--- src/rtl/disp_serial_arb_if.sv ---
// Display serial bus bundle: the request/data/ack handshakes of the two
// requesters plus the shared serial pins driven by the arbiter.
interface disp_serial_arb_if #(
  parameter int SEG_W = 64,
  parameter int LED_W = 16
);
  logic             seg_req;
  logic [SEG_W-1:0] seg_data;
  logic             seg_ack;
  logic             led_req;
  logic [LED_W-1:0] led_data;
  logic             led_ack;
  logic             busy;
  logic             sclk;
  logic             sdo;
  logic             seg_pen;
  logic             led_pen;
  logic             sclr;

  modport slave (
    input  seg_req, seg_data, led_req, led_data,
    output seg_ack, led_ack, busy, sclk, sdo, seg_pen, led_pen, sclr
  );

  modport master (
    output seg_req, seg_data, led_req, led_data,
    input  seg_ack, led_ack, busy, sclk, sdo, seg_pen, led_pen, sclr
  );
endinterface

--- src/rtl/disp_serial_arb.sv ---
// disp_serial_arb: round-robin arbiter + MSB-first serial shifter sharing
// one display bus between the segment chain and the LED chain.
// Optional feature macro: DISP_AUTOREFRESH_EN (periodic re-send of the last
// latched word of every chain that has been written at least once).
module disp_serial_arb #(
  parameter int SEG_W   = 64,
  parameter int LED_W   = 16,
  parameter int DIV     = 4,
  parameter int REFRESH = 1048576
) (
  input  logic              clk,
  input  logic              rstn,
  disp_serial_arb_if.slave  bus
);

  // Words are left-aligned in an MW-wide shifter so the MSB is always bit MW-1.
  localparam int MW = (SEG_W > LED_W) ? SEG_W : LED_W;
  localparam int CW = (MW > 1) ? $clog2(MW) : 1;
  localparam int PW = (DIV > 1) ? $clog2(DIV) : 1;
  localparam logic [PW-1:0] PH_LAST  = PW'(DIV - 1);
  localparam logic [CW-1:0] SEG_LAST = CW'(SEG_W - 1);
  localparam logic [CW-1:0] LED_LAST = CW'(LED_W - 1);

  typedef enum logic [1:0] {IDLE, SHIFT, LATCH, DONE} state_t;

  state_t        state;
  logic [MW-1:0] shreg;
  logic [CW-1:0] bit_cnt;
  logic [PW-1:0] ph_cnt;
  logic          gnt_led, gnt_ref, prio_led;
  logic          sclk_r, sdo_r, seg_pen_r, led_pen_r;
  logic          seg_ack_r, led_ack_r, busy_r, sclr_r;

  logic          seg_want, led_want, pick_led, pick_ref;
  logic [MW-1:0] seg_word, led_word, pick_word;

`ifdef DISP_AUTOREFRESH_EN
  localparam int RW = (REFRESH > 1) ? $clog2(REFRESH) : 1;
  logic [RW-1:0] ref_cnt;
  logic          ref_tick;
  logic          seg_pend, led_pend, seg_done, led_done;
  logic [MW-1:0] cur_word, seg_last, led_last;

  assign ref_tick = (ref_cnt == RW'(REFRESH - 1));

  // Free-running refresh period counter.
  always_ff @(posedge clk or negedge rstn) begin
    if (!rstn) ref_cnt <= '0;
    else       ref_cnt <= ref_tick ? '0 : ref_cnt + 1'b1;
  end
`else
  // REFRESH only matters when the refresh engine is compiled in.
  if (REFRESH < 1) begin : g_refresh_unused
  end
`endif

  // Request resolution: external request beats a pending refresh of the same
  // chain; on a tie the chain not served last wins.
  always_comb begin
    seg_word = MW'(bus.seg_data) << (MW - SEG_W);
    led_word = MW'(bus.led_data) << (MW - LED_W);
    seg_want = bus.seg_req;
    led_want = bus.led_req;
`ifdef DISP_AUTOREFRESH_EN
    if (!bus.seg_req) seg_word = seg_last;
    if (!bus.led_req) led_word = led_last;
    seg_want = bus.seg_req | seg_pend;
    led_want = bus.led_req | led_pend;
`endif
    pick_led  = led_want & (~seg_want | prio_led);
    pick_word = pick_led ? led_word : seg_word;
    // A grant without the external request behind it is a refresh.
    pick_ref  = pick_led ? ~bus.led_req : ~bus.seg_req;
  end

  // Main FSM: grant, shift at 2*DIV cycles per bit, latch pulse, ack.
  always_ff @(posedge clk or negedge rstn) begin
    if (!rstn) begin
      state     <= IDLE;
      shreg     <= '0;
      bit_cnt   <= '0;
      ph_cnt    <= '0;
      gnt_led   <= 1'b0;
      gnt_ref   <= 1'b0;
      prio_led  <= 1'b0;
      sclk_r    <= 1'b0;
      sdo_r     <= 1'b0;
      seg_pen_r <= 1'b0;
      led_pen_r <= 1'b0;
      seg_ack_r <= 1'b0;
      led_ack_r <= 1'b0;
      busy_r    <= 1'b0;
      sclr_r    <= 1'b0;
`ifdef DISP_AUTOREFRESH_EN
      seg_pend  <= 1'b0;
      led_pend  <= 1'b0;
      seg_done  <= 1'b0;
      led_done  <= 1'b0;
      cur_word  <= '0;
      seg_last  <= '0;
      led_last  <= '0;
`endif
    end else begin
      sclr_r <= 1'b1;
      case (state)
        IDLE: begin
          if (seg_want | led_want) begin
            state   <= SHIFT;
            gnt_led <= pick_led;
            gnt_ref <= pick_ref;
            sdo_r   <= pick_word[MW-1];
            shreg   <= pick_word << 1;
            bit_cnt <= pick_led ? LED_LAST : SEG_LAST;
            ph_cnt  <= '0;
            sclk_r  <= 1'b0;
            busy_r  <= 1'b1;
`ifdef DISP_AUTOREFRESH_EN
            cur_word <= pick_word;
            if (pick_led) led_pend <= 1'b0;
            else          seg_pend <= 1'b0;
`endif
          end
        end
        SHIFT: begin
          if (ph_cnt != PH_LAST) begin
            ph_cnt <= ph_cnt + 1'b1;
          end else begin
            ph_cnt <= '0;
            if (!sclk_r) begin
              sclk_r <= 1'b1;
            end else if (bit_cnt == '0) begin
              state     <= LATCH;
              sclk_r    <= 1'b0;
              sdo_r     <= 1'b0;
              seg_pen_r <= ~gnt_led;
              led_pen_r <= gnt_led;
            end else begin
              sclk_r  <= 1'b0;
              sdo_r   <= shreg[MW-1];
              shreg   <= shreg << 1;
              bit_cnt <= bit_cnt - 1'b1;
            end
          end
        end
        LATCH: begin
          if (ph_cnt != PH_LAST) begin
            ph_cnt <= ph_cnt + 1'b1;
          end else begin
            ph_cnt    <= '0;
            state     <= DONE;
            seg_pen_r <= 1'b0;
            led_pen_r <= 1'b0;
            seg_ack_r <= ~gnt_led & ~gnt_ref;
            led_ack_r <= gnt_led & ~gnt_ref;
`ifdef DISP_AUTOREFRESH_EN
            if (gnt_led) begin led_last <= cur_word; led_done <= 1'b1; end
            else         begin seg_last <= cur_word; seg_done <= 1'b1; end
`endif
          end
        end
        DONE: begin
          state     <= IDLE;
          seg_ack_r <= 1'b0;
          led_ack_r <= 1'b0;
          busy_r    <= 1'b0;
          prio_led  <= ~gnt_led;
        end
        default: state <= IDLE;
      endcase
`ifdef DISP_AUTOREFRESH_EN
      if (ref_tick) begin
        if (seg_done) seg_pend <= 1'b1;
        if (led_done) led_pend <= 1'b1;
      end
`endif
    end
  end

  assign bus.sclk    = sclk_r;
  assign bus.sdo     = sdo_r;
  assign bus.seg_pen = seg_pen_r;
  assign bus.led_pen = led_pen_r;
  assign bus.seg_ack = seg_ack_r;
  assign bus.led_ack = led_ack_r;
  assign bus.busy    = busy_r;
  assign bus.sclr    = sclr_r;

endmodule
--- src/flat_wrapper.sv ---
// flat-port wrapper written by rule: the top's interface ports become plain ports
module disp_serial_arb_flat 
#(
  parameter int SEG_W   = 64,
  parameter int LED_W   = 16,
  parameter int DIV     = 4,
  parameter int REFRESH = 1048576
)
  (clk, rstn, bus_seg_req, bus_seg_data, bus_led_req, bus_led_data, bus_seg_ack, bus_led_ack, bus_busy, bus_sclk, bus_sdo, bus_seg_pen, bus_led_pen, bus_sclr);
  disp_serial_arb_if #(.SEG_W(SEG_W), .LED_W(LED_W)) bus_i ();
  input  logic clk;
  input  logic rstn;
  input wire logic [$bits(bus_i.seg_req)-1:0] bus_seg_req;
  input wire logic [$bits(bus_i.seg_data)-1:0] bus_seg_data;
  input wire logic [$bits(bus_i.led_req)-1:0] bus_led_req;
  input wire logic [$bits(bus_i.led_data)-1:0] bus_led_data;
  output wire logic [$bits(bus_i.seg_ack)-1:0] bus_seg_ack;
  output wire logic [$bits(bus_i.led_ack)-1:0] bus_led_ack;
  output wire logic [$bits(bus_i.busy)-1:0] bus_busy;
  output wire logic [$bits(bus_i.sclk)-1:0] bus_sclk;
  output wire logic [$bits(bus_i.sdo)-1:0] bus_sdo;
  output wire logic [$bits(bus_i.seg_pen)-1:0] bus_seg_pen;
  output wire logic [$bits(bus_i.led_pen)-1:0] bus_led_pen;
  output wire logic [$bits(bus_i.sclr)-1:0] bus_sclr;
  assign bus_i.seg_req = bus_seg_req;
  assign bus_i.seg_data = bus_seg_data;
  assign bus_i.led_req = bus_led_req;
  assign bus_i.led_data = bus_led_data;
  assign bus_seg_ack = bus_i.seg_ack;
  assign bus_led_ack = bus_i.led_ack;
  assign bus_busy = bus_i.busy;
  assign bus_sclk = bus_i.sclk;
  assign bus_sdo = bus_i.sdo;
  assign bus_seg_pen = bus_i.seg_pen;
  assign bus_led_pen = bus_i.led_pen;
  assign bus_sclr = bus_i.sclr;
  disp_serial_arb #(.SEG_W(SEG_W), .LED_W(LED_W), .DIV(DIV), .REFRESH(REFRESH)) u_core (.clk(clk), .rstn(rstn), .bus(bus_i));
endmodule
--- config.mk ---
export PLATFORM = sky130hd
export DESIGN_NAME = disp_serial_arb_flat
export DESIGN_NICKNAME = d
export VERILOG_FILES = /design/src/rtl/disp_serial_arb_if.sv /design/src/rtl/disp_serial_arb.sv /design/src/flat_wrapper.sv
export SDC_FILE = /design/constraint.sdc
export NUM_CORES = 1
export LEC_CHECK = 0
export CORE_ASPECT_RATIO = 0.75
export CORE_UTILIZATION = 30
export DETAILED_ROUTE_END_ITERATION = 6
export GPL_TIMING_DRIVEN = 1
export HOLD_SLACK_MARGIN = 0.1
export SLEW_MARGIN = 20
export SYNTH_ARGS = -nofsm -noshare
export SYNTH_HDL_FRONTEND = slang
export SYNTH_SLANG_ARGS = --single-unit
--- constraint.sdc ---
create_clock -name clk -period 6.5 [get_ports clk]
set_clock_uncertainty 0.15 [all_clocks]
set_input_delay 0.975 -clock clk [delete_from_list [all_inputs] [get_ports clk]]
set_output_delay 0.975 -clock clk [all_outputs]
set_load 0.005 [all_outputs]
* Word level (Yosys, flattened, before mapping)
Cells that the tools add are included.
Word-level totals: register bits 85, latch bits 0, memory bits (writable) 0, memory bits (read-only) 0, input bits 84, output and inout port bits 8, word-level logic and storage cells 99, memories 0
Operators by class: add/sub/neg operators 2, $mul 0, div/mod/pow operators 0, order comparisons 0, eq/ne operators 10, shift-type cells 0, muxes and demuxes 46, bitwise logic cells 9, reduce and logical (&&, ||, !) cells 17
Operators with widths (number):
- $mux 64 | 5
- $pmux 64 s2 | 1
- $mux 6 | 5
- $mux 1 | 18
- $reduce_and 5->1 | 3
- $mux 2 | 7
- $pmux 1 s2 | 7
- $pmux 6 s2 | 1
- $reduce_bool 2->1 | 5
- $ne 2x2->1 const B | 4
- $pmux 2 s4 | 1
- $reduce_and 2->1 | 4
- $logic_not 6->1 | 1
- $ne 2x1->1 const B | 3
- $sub 6x1->6 const B | 1
- $eq 2x2->1 const B | 2
- $not 1->1 | 4
- $pmux 2 s2 | 1
- $reduce_and 4->1 | 1
- $and 1x1->1 | 3
- $reduce_and 3->1 | 1
- $add 2x1->2 const B | 1
- $eq 2x1->1 const B | 1
- $logic_not 2->1 | 1
- 2 further kinds | 3

* Depth between registers and ports, before layout
depth in word-level cells 6, depth in mapped cells 10

* Worst setup path before layout
No wires, ideal clock.
kind input to register, start point input bus_seg_req, end point register u_core.shreg[52], setup time 125 ps, data arrival time 2124 ps, data required time 6225 ps, path slack 4101 ps, stages 6, path buffers 2, cell sequence nor3b_1 -> a211oi_1 -> and2_1 -> buf_6 -> buf_6 -> mux2_4
On the way: longest elaborated chain between the ends 6
Ends and longest elaborated chain:
- start, declared | line flat_wrapper.sv:13 | input wire logic [$bits(bus_i.seg_req)-1:0] bus_seg_req;
- $not 1->1 | line disp_serial_arb.sv:70 | pick_led = led_want & (~seg_want | prio_led);
- $or 1x1->1 | line disp_serial_arb.sv:70
- $and 1x1->1 | line disp_serial_arb.sv:70
- $mux 64 | line disp_serial_arb.sv:71 | pick_word = pick_led ? led_word : seg_word;
- $mux 64 | line disp_serial_arb.sv:107 | if (seg_want | led_want) begin
- $pmux 64 s2 | line disp_serial_arb.sv:105 | case (state)
- end signal, assigned | line disp_serial_arb.sv:112 | shreg <= pick_word << 1;
- end signal, assigned | line disp_serial_arb.sv:140 | shreg <= shreg << 1;
- end, declared | line disp_serial_arb.sv:27 | logic [MW-1:0] shreg;
Parallel ways exist; a longest one is shown, timed or not. The select of a mux whose other input is x is not followed. A chain may end at the register's enable or synchronous reset.

* Final worst setup path
start point input bus_led_req, end point register u_core.shreg[51]
On the way: longest elaborated chain between the ends 4
Ends and longest elaborated chain:
- start, declared | line flat_wrapper.sv:15 | input wire logic [$bits(bus_i.led_req)-1:0] bus_led_req;
- $and 1x1->1 | line disp_serial_arb.sv:70
- $mux 64 | line disp_serial_arb.sv:71
- $mux 64 | line disp_serial_arb.sv:107
- $pmux 64 s2 | line disp_serial_arb.sv:105
Parallel ways exist; a longest one is shown, timed or not. The select of a mux whose other input is x is not followed.

==> out/metrics.csv <==
stage,metric,value,unit
status,status,"finished, final reports clean",
yosys,"EDFF count, synth",0,
sta,pins over their slew limit,0,
route,vias per inst,5.21,
cts,Clock transition at path regs,0.06,ns
cts,# H-tree levels,3,
cts,TritonCTS clock tree,yes,
floorplanning,Core Box Area,0.0145,sq mm
yosys,mapped cell area,0.00444,sq mm
grt,GRT Util Overall,15.9,%
route,Routed WL,11400,um
setup_path,critical path cell sequence,"clkdlybuf4s50_1, nor3b_1, a211oi_4, buf_4, and2_4, mux2_2",
setup_path,Crit Path Max Fanout,50,
yosys,dominant cell type by area after synthesis,dfrtp_1,
cts,TritonCTS buffer count,9,
yosys,Post-Syn Nets,555,
placed_design,pre-CTS setup slack,1.89,ns
floorplanning,top-level port count,92,
route,post-route ant nets,0,
grt,total gr overflow,0,
setup_path,Top delay family on crit path,buffers and inverters,
placed_design,routability cong.,0.785,
sta,Final min period,4.00,ns
setup_path,critical path launch point,bus_led_req,
grt,M1 GR Usage,23.5,%
setup_path,worst r2r src,u_core.state[1]$_DFFE_PN0P_,
sta,endpoints failing hold,0,
setup_path,data required time of the worst path,6.57,ns
yosys,Syn Inst Count,463,
yosys,area share of the largest cell type after synthesis,47.3,%
placed_design,hpwl dp,7480,um
final_layout,"commonest non-fill, non-tap cell in the layout",clkdlybuf4s50_1,
final_layout,area grow syn2layout,30.1,%
setup_path,worst endpoint data arrival time,4.07,ns
yosys,Mapped Avg Cell Area,9.60,sq um
grt,first-pass GRT wire length,19200,um
floorplanning,Rows,38,
setup_path,crit path buf inv count,2,
floorplanning,Chip Height,107,um
sta,final hold slack,0.358,ns
floorplanning,die area,0.0153,sq mm
cts,post-CTS setup buffers,0,
sta,max frequency,250,MHz
cts,post-CTS sizing,0,
yosys,Unique masters post-synth,41,
setup_path,startpoint class of the critical path,primary input,
yosys,largest cells by area after synthesis,"dfrtp_1 (47%), a31oi_1 (6.9%), a21oi_1 (4.6%)",
route,1st-iter DRT viols,298,
cts,Clock Path Buffers,2,
floorplanning,Die Width,143,um
final_layout,"commonest cells after routing, fill and taps aside","clkdlybuf4s50_1 (90), dfrtp_1 (84), a31oi_1 (49)",
route,DR WL/cell,15.6,um
power_and_ir_drop,Pwr Density,479,mW/mm^2
setup_path,"Slowest-stage cell, CP",clkdlybuf4s50_1,
power_and_ir_drop,maximum VDD drop,0.208,mV
flow_run,max_cap viols,0,
yosys,Yosys reg bits,84,
yosys,"Seq/Total Area, Yosys",47.3,%
sta,max_slew headroom,39.0,%
yosys,ys flop type,dfrtp_1,
setup_path,CP peak stage delay,1.03,ns
sta,unrepaired setup endpoints after global routing,false,
route,TritonRoute pass-1 iters,7,
cts,clock latency on the worst-skew pair,0.34,ns
sta,Setup TNS,0,ns
sta,final-report setup violation count,0,
grt,grt met2 use,22.3,%
route,detailed-route via count,3815,
yosys,Post-synth ARST share,100,%
cts,Clock Tree Root,clkbuf_16,
cts,CTS Sinks,84,
grt,GR peak layer,met1,
final_layout,n_diodes,0,
sta,fin crit share,61.5,%
yosys,Synth warnings,0,
sta,actual slew at the worst max-slew pin,0.903,ns
sta,final worst setup slack,2.50,ns
setup_path,crit end category,flip-flop,
placed_design,I/O Buffers,91,
cts,hold_buf cts,0,
route,# DRC,0,
power_and_ir_drop,Leakage,2.37,nW
grt,largest net degree at the start of global routing,85,
floorplanning,initial core utilization,30.7,%
grt,vias in the first global route,3689,
grt,met3 Use GR,4.05,%
min_path,hold path startpoint,u_core.shreg[13]$_DFFE_PN0P_,
final_layout,layout cells sized above 1,7.89,%
grt,initial antenna violation count,0,
setup_path,kind of critical path,primary input to flip-flop,
final_layout,final net count,621,
min_path,hold crit path type,flip-flop to flip-flop,
cell usage after synthesis (3+ instances only):
cell and count:
a31oi_1 49, buf_6 6, nand3_1 19, a32o_1 3, clkbuf_1 26, nor2_1 22, nor3_1 4, nor2b_1 6
nand2_1 45, buf_1 3, dfrtp_1 84, a221o_1 14, mux2_2 6, ha_1 8, mux2_4 12, a2bb2oi_1 15
inv_1 22, nand3b_1 22, a21oi_1 41, buf_2 4, o21ai_0 28
per-layer routing:
| layer | wire length [um] | part of all wire [%] | vias to the layer above |
|---|---|---|---|
| li1 | - | - | 1815 |
| met4 | 96 | 0.84 | 0 |
| met2 | 4700 | 41 | 127 |
| met1 | 5850 | 51 | 1864 |
| met3 | 747 | 6.6 | 9 |
| met5 | 0 | 0 | - |
worst paths after layout:
path / end / slack [ns] / depth (start not counted)
setup / recovery: u_core.shreg[51]$_DFFE_PN0P_ / 2.50 / 6
hold / removal: u_core.shreg[14]$_DFFE_PN0P_ / 0.36 / 1
setup reg to reg: u_core.shreg[51]$_DFFE_PN0P_ / 2.92 / 8
hold reg to reg: u_core.shreg[14]$_DFFE_PN0P_ / 0.36 / 1
max in group asynchronous: u_core.shreg[29]$_DFFE_PN0P_ / 5.15 / 1
min in group asynchronous: u_core.bus.led_pen$_DFFE_PN0P_ / 0.54 / 1
where the power goes:
part | total (mW) | switching [mW] | internal, mW
registers | 0.947 | 0.159 | 0.787
clock network | 0.569 | 0.199 | 0.370
logic | 1.25 | 0.656 | 0.598
through the flow:
stage / util, % / total power [mW] / instance area (sq um) / instances
floorplan: - / 1.92 / 4440 / 463
global placement: 37.7 / 2.15 / 5440 / 718
detailed placement: 37.7 / 2.21 / 5440 / 718
CTS: 39.9 / 2.79 / 5770 / 732
global route: 40.0 / 2.99 / 5780 / 732
finish: 40.0 / 2.77 / 5780 / 732
layout make-up:
class | count | area (sq um)
Clock buffer | 9 | 225
Multi-Input combinational cell | 318 | 2080
Sequential cell | 84 | 2100
Clock inverter | 5 | 103
Tap cell | 200 | 250
Inverter | 22 | 82.6
Timing Repair Buffer | 94 | 935
Fill cell | 1453 | 8670
registers in the layout (all words and copies together), names as in the netlist, 2 cells and up:
signal	flops
u_core.ph_cnt	2
u_core.shreg	63
u_core.bit_cnt	6
u_core.state	2
cell families after synthesis:
family | Yosys count | share of synthesized area [%]
buf+inv | 61 | 6.28
flops | 84 | 47.3
compound gates | 160 | 23.3
fa+ha+maj | 8 | 2.25
other cells | 1 | 0.0844
mux | 20 | 6.03
simple gates | 129 | 14.7
(Power assumes the default switching activity.)
==> RTL change (same settings) <==
`DIV` is set to 4 in 2 places; all go to 8.
--- a/src/rtl/disp_serial_arb.sv
+++ b/src/rtl/disp_serial_arb.sv
@@ -6,5 +6,5 @@
   parameter int SEG_W   = 64,
   parameter int LED_W   = 16,
-  parameter int DIV     = 4,
+  parameter int DIV     = 8,
   parameter int REFRESH = 1048576
 ) (
--- a/src/flat_wrapper.sv
+++ b/src/flat_wrapper.sv
@@ -4,5 +4,5 @@
   parameter int SEG_W   = 64,
   parameter int LED_W   = 16,
-  parameter int DIV     = 4,
+  parameter int DIV     = 8,
   parameter int REFRESH = 1048576
 )
Formal check against the unedited RTL: not equivalent (a bounded check fails within 10 cycles, from zero or initial values and one cycle with rstn low).
==> RTL change against the original RTL <==
  * Count of clock-buffer cells in the layout is 3 higher
  * Power is 3.0% higher
  * Die area is 4.1% lower
  * Sequential cell count is 1 higher
  * Wire length is 5.2% lower
  * Setup slack better by 0.23 ns
  * Area after synthesis is 4.2% lower
  * First-iteration DRC count is 24% lower
  * Final area is 3.8% lower
==> RTL change: results (changes against the original RTL) <==
[run_status]
status=completed  ; unchanged

[final_layout]
nClkBuffers=12  ; was 9
final_cells=696  ; was 732
multiInputGateArea_um2=1960  ; was 2080 µm²
final_layout_size_suffix_gt1_frac=0.0825  ; was 0.0789
final_nets=610  ; was 621
seq-cell-share=0.383  ; was 0.364
buffers=93  ; was 94
top_regs=u_core.shreg: 63 flops, u_core.bit_cnt: 6 flops, u_core.ph_cnt: 3 flops  ; was u_core.shreg: 63 flops, u_core.bit_cnt: 6 flops
clkCellAreaFrac=0.0542  ; was 0.0567
num-multi-input-gates=320  ; was 318
inverters=8  ; was 22
nonClkBufAreaFrac=0.167  ; was 0.162
postLayoutCellArea_um2=5560  ; was 5780 µm²

[detailed_routing]
via_count=3628  ; was 3815
wl_met2_um=4680  ; was 4700 µm
initialDrtViolationCount=226  ; was 298
routed-wl-met3_um=678  ; was 747 µm
wl_met1_um=5340  ; was 5850 µm
drtPass1Iterations=4  ; was 7
routedWlPerCell_um=15.5  ; was 15.6 µm

[worst_setup_path]
reg2regPathDepth=7  ; was 8
cp.arrival_ns=3.87  ; was 4.07 ns
r2r_end=u_core.shreg[3]$_DFFE_PN0P_  ; was u_core.shreg[51]$_DFFE_PN0P_
crit_type=reg -> reg  ; was in -> reg
crit_path_start=u_core.state[1]$_DFFE_PN0P_  ; was bus_led_req
cp_max_fo=92  ; was 50

[power_and_ir_drop]
ir_drop_mv=0.183  ; was 0.208 mV
p_leak_nw=2.24  ; was 2.37 nW

[min_path]
min_to=u_core.shreg[50]$_DFFE_PN0P_  ; was u_core.shreg[14]$_DFFE_PN0P_
hold_depth=2  ; was 1
hold_class=reg -> reg  ; unchanged

[clocking]
root_buffer=clkbuf_16  ; unchanged

[synth]
syn_inst=450  ; was 463
ys_types=43  ; was 41
synth_commonest_cells=nor2_1, dfrtp_1, a221oi_1  ; was dfrtp_1, a31oi_1, nand2_1
syn-num-nets=543  ; was 555
ys_ff_latch=85  ; was 84
ys_seq_area_frac=0.500  ; was 0.473
ys_top_cells_by_area=dfrtp_1, a221oi_1, nor2_1  ; was dfrtp_1, a31oi_1, a21oi_1

[place]
dp.cells=681  ; was 718
placed_area_um2=5260  ; was 5440 µm²
place.gp.congestion=0.749  ; was 0.785
dp_slack_ns=2.40  ; was 1.89 ns

[sta]
slew-limit-headroom=0.325  ; was 0.390
fin_ws_ns=2.73  ; was 2.50 ns
holdWs_ns=0.330  ; was 0.358 ns

[global_route]
antenna_found_initial=0  ; unchanged
met2_usage=0.223  ; about the same
grt_use_total=0.154  ; was 0.159
grt_start_max_net_pins=93  ; was 85
grtUsageMet1=0.223  ; was 0.235
met3_usage=0.0440  ; was 0.0405
grt_pass1_wl_um=18200  ; was 19200 µm

-- RTL change: logic make-up after synthesis --
| group | share of synthesized area |
|---|---|
| AND/OR/NAND/NOR | 0.179 |
| AO/OA/AOI/OAI | 0.237 |
| flip-flops | 0.500 |
| buffers and inverters | 0.0467 |
| adder cells (fa/ha/maj) | 0.0265 |
| multiplexers | 0.00999 |
| other | 0.000881 |
-- RTL change: critical path, stage by stage, from the launching register on --
cell	delay [ns]
dfrtp_1	0.40
inv_1	0.16
ha_4	0.78
or4b_4	0.59
o2111ai_4	0.80
buf_4	0.52
a221oi_1	0.09
nor2_1	0.16
-- RTL change: power breakdown --
part	leakage [nW]	internal [mW]	total (mW)	switching (mW)
Combinational	1.10	0.567	1.36	0.793
Clock	0.141	0.317	0.520	0.204
Sequential	1.00	0.809	0.974	0.164
